File: src/rtl/inv_sub_word.sv
// Sequential AES inverse SubWord: one shared InvSbox lookup walks the captured
// word a byte per cycle, with valid/ready handshakes on both sides.
module inv_sub_word #(
    parameter int NUM_BYTES = 4
) (
    input  logic                        clk,
    input  logic                        rst,
    input  logic                        i_valid,
    output logic                        i_ready,
    input  logic [0:NUM_BYTES-1][7:0]   lhs,
    output logic                        o_valid,
    input  logic                        o_ready,
    output logic [0:NUM_BYTES-1][7:0]   o
);

    localparam int CNT_W = (NUM_BYTES > 1) ? $clog2(NUM_BYTES) : 1;
    localparam logic [CNT_W-1:0] LAST = CNT_W'(NUM_BYTES - 1);

    localparam logic [7:0] INV_SBOX [0:255] = '{
        8'h52, 8'h09, 8'h6a, 8'hd5, 8'h30, 8'h36, 8'ha5, 8'h38, 8'hbf, 8'h40, 8'ha3, 8'h9e, 8'h81, 8'hf3, 8'hd7, 8'hfb,
        8'h7c, 8'he3, 8'h39, 8'h82, 8'h9b, 8'h2f, 8'hff, 8'h87, 8'h34, 8'h8e, 8'h43, 8'h44, 8'hc4, 8'hde, 8'he9, 8'hcb,
        8'h54, 8'h7b, 8'h94, 8'h32, 8'ha6, 8'hc2, 8'h23, 8'h3d, 8'hee, 8'h4c, 8'h95, 8'h0b, 8'h42, 8'hfa, 8'hc3, 8'h4e,
        8'h08, 8'h2e, 8'ha1, 8'h66, 8'h28, 8'hd9, 8'h24, 8'hb2, 8'h76, 8'h5b, 8'ha2, 8'h49, 8'h6d, 8'h8b, 8'hd1, 8'h25,
        8'h72, 8'hf8, 8'hf6, 8'h64, 8'h86, 8'h68, 8'h98, 8'h16, 8'hd4, 8'ha4, 8'h5c, 8'hcc, 8'h5d, 8'h65, 8'hb6, 8'h92,
        8'h6c, 8'h70, 8'h48, 8'h50, 8'hfd, 8'hed, 8'hb9, 8'hda, 8'h5e, 8'h15, 8'h46, 8'h57, 8'ha7, 8'h8d, 8'h9d, 8'h84,
        8'h90, 8'hd8, 8'hab, 8'h00, 8'h8c, 8'hbc, 8'hd3, 8'h0a, 8'hf7, 8'he4, 8'h58, 8'h05, 8'hb8, 8'hb3, 8'h45, 8'h06,
        8'hd0, 8'h2c, 8'h1e, 8'h8f, 8'hca, 8'h3f, 8'h0f, 8'h02, 8'hc1, 8'haf, 8'hbd, 8'h03, 8'h01, 8'h13, 8'h8a, 8'h6b,
        8'h3a, 8'h91, 8'h11, 8'h41, 8'h4f, 8'h67, 8'hdc, 8'hea, 8'h97, 8'hf2, 8'hcf, 8'hce, 8'hf0, 8'hb4, 8'he6, 8'h73,
        8'h96, 8'hac, 8'h74, 8'h22, 8'he7, 8'had, 8'h35, 8'h85, 8'he2, 8'hf9, 8'h37, 8'he8, 8'h1c, 8'h75, 8'hdf, 8'h6e,
        8'h47, 8'hf1, 8'h1a, 8'h71, 8'h1d, 8'h29, 8'hc5, 8'h89, 8'h6f, 8'hb7, 8'h62, 8'h0e, 8'haa, 8'h18, 8'hbe, 8'h1b,
        8'hfc, 8'h56, 8'h3e, 8'h4b, 8'hc6, 8'hd2, 8'h79, 8'h20, 8'h9a, 8'hdb, 8'hc0, 8'hfe, 8'h78, 8'hcd, 8'h5a, 8'hf4,
        8'h1f, 8'hdd, 8'ha8, 8'h33, 8'h88, 8'h07, 8'hc7, 8'h31, 8'hb1, 8'h12, 8'h10, 8'h59, 8'h27, 8'h80, 8'hec, 8'h5f,
        8'h60, 8'h51, 8'h7f, 8'ha9, 8'h19, 8'hb5, 8'h4a, 8'h0d, 8'h2d, 8'he5, 8'h7a, 8'h9f, 8'h93, 8'hc9, 8'h9c, 8'hef,
        8'ha0, 8'he0, 8'h3b, 8'h4d, 8'hae, 8'h2a, 8'hf5, 8'hb0, 8'hc8, 8'heb, 8'hbb, 8'h3c, 8'h83, 8'h53, 8'h99, 8'h61,
        8'h17, 8'h2b, 8'h04, 8'h7e, 8'hba, 8'h77, 8'hd6, 8'h26, 8'he1, 8'h69, 8'h14, 8'h63, 8'h55, 8'h21, 8'h0c, 8'h7d
    };

    function automatic logic [7:0] inv_sbox(input logic [7:0] b);
        return INV_SBOX[b];
    endfunction

    typedef enum logic [1:0] {
        S_IDLE,
        S_SUB,
        S_DONE
    } state_t;

    state_t                      r_state;
    state_t                      w_state_nxt;
    logic [CNT_W-1:0]            r_cnt;
    logic [0:NUM_BYTES-1][7:0]   r_word;
    logic [0:NUM_BYTES-1][7:0]   r_o;
    logic [7:0]                  w_sub;
    logic                        w_last;

    // The single lookup instance, shared across all byte positions.
    assign w_sub  = inv_sbox(r_word[r_cnt]);
    assign w_last = (r_cnt == LAST);

    always_ff @(posedge clk) begin
        if (rst) begin
            r_state <= S_IDLE;
        end else begin
            r_state <= w_state_nxt;
        end
    end

    always_comb begin
        w_state_nxt = r_state;
        case (r_state)
            S_IDLE:  if (i_valid) w_state_nxt = S_SUB;
            S_SUB:   if (w_last)  w_state_nxt = S_DONE;
            S_DONE:  if (o_ready) w_state_nxt = S_IDLE;
            default: w_state_nxt = S_IDLE;
        endcase
    end

    always_ff @(posedge clk) begin
        if (rst) begin
            r_cnt  <= '0;
            r_word <= '0;
            r_o    <= '0;
        end else begin
            case (r_state)
                S_IDLE: begin
                    if (i_valid) begin
                        r_word <= lhs;
                        r_cnt  <= '0;
                    end
                end
                S_SUB: begin
                    r_o[r_cnt] <= w_sub;
                    r_cnt      <= w_last ? '0 : r_cnt + 1'b1;
                end
                default: ;
            endcase
        end
    end

    // Handshake flags depend on state alone, never on the inputs.
    assign i_ready = (r_state == S_IDLE);
    assign o_valid = (r_state == S_DONE);
    assign o       = r_o;

endmodule

File: config.mk
export PLATFORM = sky130hd
export DESIGN_NAME = inv_sub_word
export DESIGN_NICKNAME = d
export VERILOG_FILES = /design/src/rtl/inv_sub_word.sv
export SDC_FILE = /design/constraint.sdc
export NUM_CORES = 1
export LEC_CHECK = 0
export CORE_MARGIN = 5
export CORE_UTILIZATION = 30
export CTS_CLUSTER_SIZE = 10
export DETAILED_ROUTE_END_ITERATION = 7
export PLACE_DENSITY = 0.48
export REMOVE_ABC_BUFFERS = 1
export SKIP_CTS_REPAIR_TIMING = 1
export SLEW_MARGIN = 20
export SYNTH_ARGS = -nofsm -noshare
export SYNTH_HDL_FRONTEND = slang
export SYNTH_SLANG_ARGS = --single-unit
export TNS_END_PERCENT = 30
File: constraint.sdc
create_clock -name clk -period 5 [get_ports clk]
set_input_delay 0.75 -clock clk [delete_from_list [all_inputs] [get_ports clk]]
set_output_delay 0.75 -clock clk [all_outputs]
set_load 0.01 [all_outputs]
* Word-level counts from Yosys, hierarchy flattened
Memories as Yosys holds them, arrays and structs flattened.
Index checks and enable logic that the tools add are counted.
W data, S select, Z words.
** Operators by class
- Add/sub/neg operators :: 1
- Order comparisons :: 3
- Equality and inequality tests :: 6
- Muxes and demuxes :: 15
- Bitwise logic cells :: 2
- Reductions and logical operators :: 6
** Operators by type and width (count)
- $mux W8 :: 5
- $bwmux W32 :: 1
- $bmux W8 S2 :: 1
- $demux W8 S2 :: 1
- $mux W2 :: 5
- $ge A9 B9 Y1 const B :: 1
- $not A8 Y9 :: 1
- $pmux W2 S3 :: 1
- $eq A2 B2 Y1 const B :: 2
- $ne A2 B2 Y1 const B :: 2
- $pmux W2 S2 :: 1
- $reduce_and A2 Y1 :: 2
- $ge A3 B3 Y1 const B :: 1
- $lt A3 B1 Y1 const B :: 1
- $not A2 Y3 :: 1
- $reduce_and A3 Y1 :: 1
- $add A2 B1 Y2 const B :: 1
- $eq A2 B1 Y1 const B :: 1
- $logic_not A2 Y1 :: 1
- $ne A2 B1 Y1 const B :: 1
- $reduce_bool A2 Y1 :: 1
- $logic_and A1 B1 Y1 :: 1
** Storage, ports and cells
- Flip-flop bits (word level) :: 68
- Bits in read-only memories :: 2048
- Bits of input ports :: 36
- Output and inout bits :: 34
- Logic and storage cells :: 44
- Memories :: 1
** Memory list
- (name not given) :: depth 256, bits a word 8, read ports 1, clocked after Yosys merged registers in 0, wr ports 0, RTL line 39 : return INV_SBOX[b];

* Depth between registers and ports, before layout
- Depth in word-level cells :: 9
- Mapped depth :: 15
- Gate-level depth less buffers :: 10

* Worst setup path after synthesis
OpenSTA, ideal clock, no wires.
- Path kind :: register -> register
- Start :: register r_cnt[0]
- End :: register r_o (netlist bit o[9])
- Setup time :: 0.079 ns
- Arrival time :: 3.135 ns
- Required time :: 4.921 ns
- Setup slack :: 1.786 ns
- Cell stages (with the launch flop) :: 14
- Buffers on the path :: 4
- Period minus slack after synthesis :: 3.214 ns
- Path through :: dfxtp_1 > buf_6 > mux4_2 > buf_4 > buf_4 > inv_1 > ha_1 > clkbuf_1 > nand2b_1 > a221oi_2 > a311oi_1 > a311oi_1 > a211oi_2 > a211oi_2
** Between the ends
- Cells in the longest elaborated chain, start to end :: 9
- Elaborated cells between the ends (all ways) :: 14
- Those cells by class :: order compare: 2; mux: 8; bitwise: 2; reduce/logical: 1; memory: 1
** Ends and longest elaborated chain
- start, declared :: RTL line 50 : logic [CNT_W-1:0] r_cnt;
- start signal, assigned :: RTL line 93 : r_cnt <= w_last ? '0 : r_cnt + 1'b1;
- $not A2 Y3 (not written as such) * :: RTL line 57, 92
- $bmux W8 S2 :: RTL line 57 : assign w_sub = inv_sbox(r_word[r_cnt]);
- $mux W8 (not written as such) (2 in series) :: RTL line 57
- $not A8 Y9 (not written as such) :: RTL line 39
- $mem_v2 Z256 W8
- $mux W8 (not written as such) (2 in series) :: RTL line 39
- $bwmux W32 * :: RTL line 92 : r_o[r_cnt] <= w_sub;
- end signal, assigned by index :: RTL line 92
- end, declared :: RTL line 52 : logic [0:NUM_BYTES-1][7:0] r_o;
Mark *: on every way between the ends. The rest lies on a longest branch, timed or not. The select of a mux whose other input is x is not followed.
A chain may end at the register's enable or synchronous reset.

* Worst setup path in the final report
- Start :: register r_cnt[0]
- End :: register r_o (netlist bit o[4])
The elaborated chain is that of the path after synthesis.

==> results.ini <==
[sta]
tns_ns = 0
grt_setup_unrepaired = false
post-route-min-period_ns = 3.90
slew_viol_final = 0
setup_slack_ns = 1.10
fin_skew_ns = 0.00800
hold_violations = 0
setup_viol = 0
tightest_slew_ns = 1.01
hold-worst-slack_ns = 0.452
slew_headroom_pct = 32.9
fmax_mhz = 256
min_period_over_period_pct = 78.0

[setup_path]
r2r_setup_slack_ns = 1.10
crit_end = o[4]
path_class = flip-flop to flip-flop
r2r_start = r_cnt[0]
crit_arrival_ns = 4.08
crit_path_end_kind = flip-flop
r2r_end = o[4]
startpoint = r_cnt[0]
start_kind = flip-flop
path_max_fanout = 14
required_ns = 5.18
reg2regPathDepth = 11

[cts]
h-tree-depth = 3
cts_tree = done
numCtsBuffers = 9
clkTransAtPathRegs_ns = 0.06
clock_path_buffers = 2
ctsRootBufferMaster = clkbuf_16
clock_latency_ns = 0.34
clkSinkCount = 68

[power]
p_sw_share_pct = 39.2
p_seq_share_pct = 28.5
p_int_uw = 1250
clkPwrFrac_pct = 31.3
p_per_area_nw_per_um2 = 274
switching_power_uw = 808
p_comb_share_pct = 40.3
p_leak_uw = 0.00247
total_power_uw = 2060
ir_worst_vdd_mv = 0.156

[global_routing]
grt_pass1_vias = 6886
track_usage_pct = 22.1
antenna_found_initial = 0
grt_overflow = 0
grt_pass1_wl_um = 42400
grt_max_degree = 80

[drt]
wl_um = 27700
wl_per_cell_um = 24.1
vias_per_cell = 6.30
antenna_left = 0
drt-initial-drc-count = 1151
vias = 7260
first_pass_iters = 8
drc = 0

[finish]
layout_common_cells = 106 x nand2_1, 72 x nor2_1, 70 x a21oi_1
drive_gt1_share_pct = 10.5
diodes = 0
num-fill-cells = 2278
area_delta_synth_final_pct = 16.1
mostFrequentLayoutCell = nand2_1
nets = 932

[synthesis]
synth_area_um2 = 6480
yosysWarnings = 0
netlist_instances = 859
ys_seq_area_share_pct = 21.0
synth_cell_types = 82
ys.flop_type = dfxtp_1
synthArstFlopShare_pct = 0
ys_ff_latch = 68
synth_edf_count = 0
syn_area_per_cell_um2 = 7.54

[floorplanning]
pin_count = 70
rows = 53
die_height_um = 157
dieArea_um2 = 24600
die_w_um = 157
core_area_um2 = 21200
start_util_pct = 30.6

[placed_design]
place.gp.congestion = 1.02
dp_hpwl_um = 19200
place_ws_ns = 1.24
port_buffers = 69

[run]
cap_violations = 0

[min_path]
hold_path.class = flip-flop to flip-flop

[status]
outcome = finished clean

-- worst min-delay path by stage --
stage	startpoint	endpoint	depth (start not counted)	slack [ns]
after CTS	r_word[0]	r_word[0]	2	0.46
after detailed placement	r_word[31]	r_word[31]	2	0.45
after floorplan	r_word[15]	r_word[15]	2	0.43
after global routing	r_word[9]	r_word[9]	2	0.48
after global placement	r_word[18]	r_word[18]	2	0.44
final	r_word[16]	r_word[16]	2	0.45
-- metrics by stage --
step	util, %	cells	cell area (µm²)
finish	35.5	1152	7520
global placement	34.1	1136	7210
CTS	35.5	1152	7510
global route	35.5	1152	7520
detailed placement	34.1	1136	7210
floorplan	-	765	5930
-- synthesized netlist by cell type, types with 18 or more instances --
master / number / share of area [%]
dfxtp_1: 68 / 21
nand3_1: 23 / 1.8
nor2_1: 73 / 4.2
mux2i_1: 21 / 3.2
a21oi_1: 70 / 5.4
nand2b_1: 33 / 3.2
nor3_1: 18 / 1.4
clkbuf_1: 42 / 2.4
ha_1: 24 / 4.6
a31oi_1: 19 / 1.8
o21ai_0: 29 / 2.2
nand2_1: 106 / 6.1
a211oi_1: 31 / 3.6
buf_2: 26 / 2.0
-- state kept, by name, summed over array words and instances, names as in the netlist --
register / count
r_state: 2
r_word: 32
r_cnt: 2
o: 32
-- kinds of logic after synthesis --
| group | share of synthesized area (%) |
|---|---|
| AO/OA/AOI/OAI | 33.7 |
| multiplexers | 7.01 |
| adder cells (fa/ha/maj) | 4.64 |
| AND/OR/NAND/NOR | 24.1 |
| flip-flops | 21.0 |
| buffers and inverters | 9.12 |
| XOR/XNOR | 0.502 |
-- layout make-up --
type | count | area (µm²) | share of cell area (%)
Tap cell | 275 | 344 | 4.58
Clock buffer | 10 | 239 | 3.18
Multi-Input combinational cell | 685 | 4540 | 60.3
Sequential cell | 68 | 1360 | 18.1
Inverter | 12 | 47.5 | 0.632
Timing Repair Buffer | 96 | 926 | 12.3
Clock inverter | 6 | 63.8 | 0.849
-- critical path: stages (launching register included) --
cell and delay, ns:
dfxtp_1 0.35, mux4_2 0.72, inv_1 0.32, ha_1 0.21, buf_4 0.24, nor2_1 0.11
a22oi_1 0.53, a21oi_1 0.15, or3_1 0.38, a32o_1 0.29, a22oi_2 0.29, a211oi_1 0.13
-- metal layers --
| layer | global-route usage, % | routed length (µm) | up-vias |
|---|---|---|---|
| li1 | - | - | 3243 |
| met5 | 0 | 0 | - |
| met4 | 12.5 | 1710 | 0 |
| met1 | 30.9 | 11600 | 3335 |
| met2 | 30.4 | 11100 | 546 |
| met3 | 6.21 | 3270 | 136 |
-- power groups by stage --
stage / clock, µW / sequential, µW / combinational, µW
after floorplan: 0 / 604 / 472
final: 644 / 587 / 831
after global placement: 0 / 599 / 814
after global routing: 685 / 590 / 870
after detailed placement: 0 / 599 / 793
after CTS: 665 / 587 / 795
Note: power is estimated with default switching activity, not from simulation.
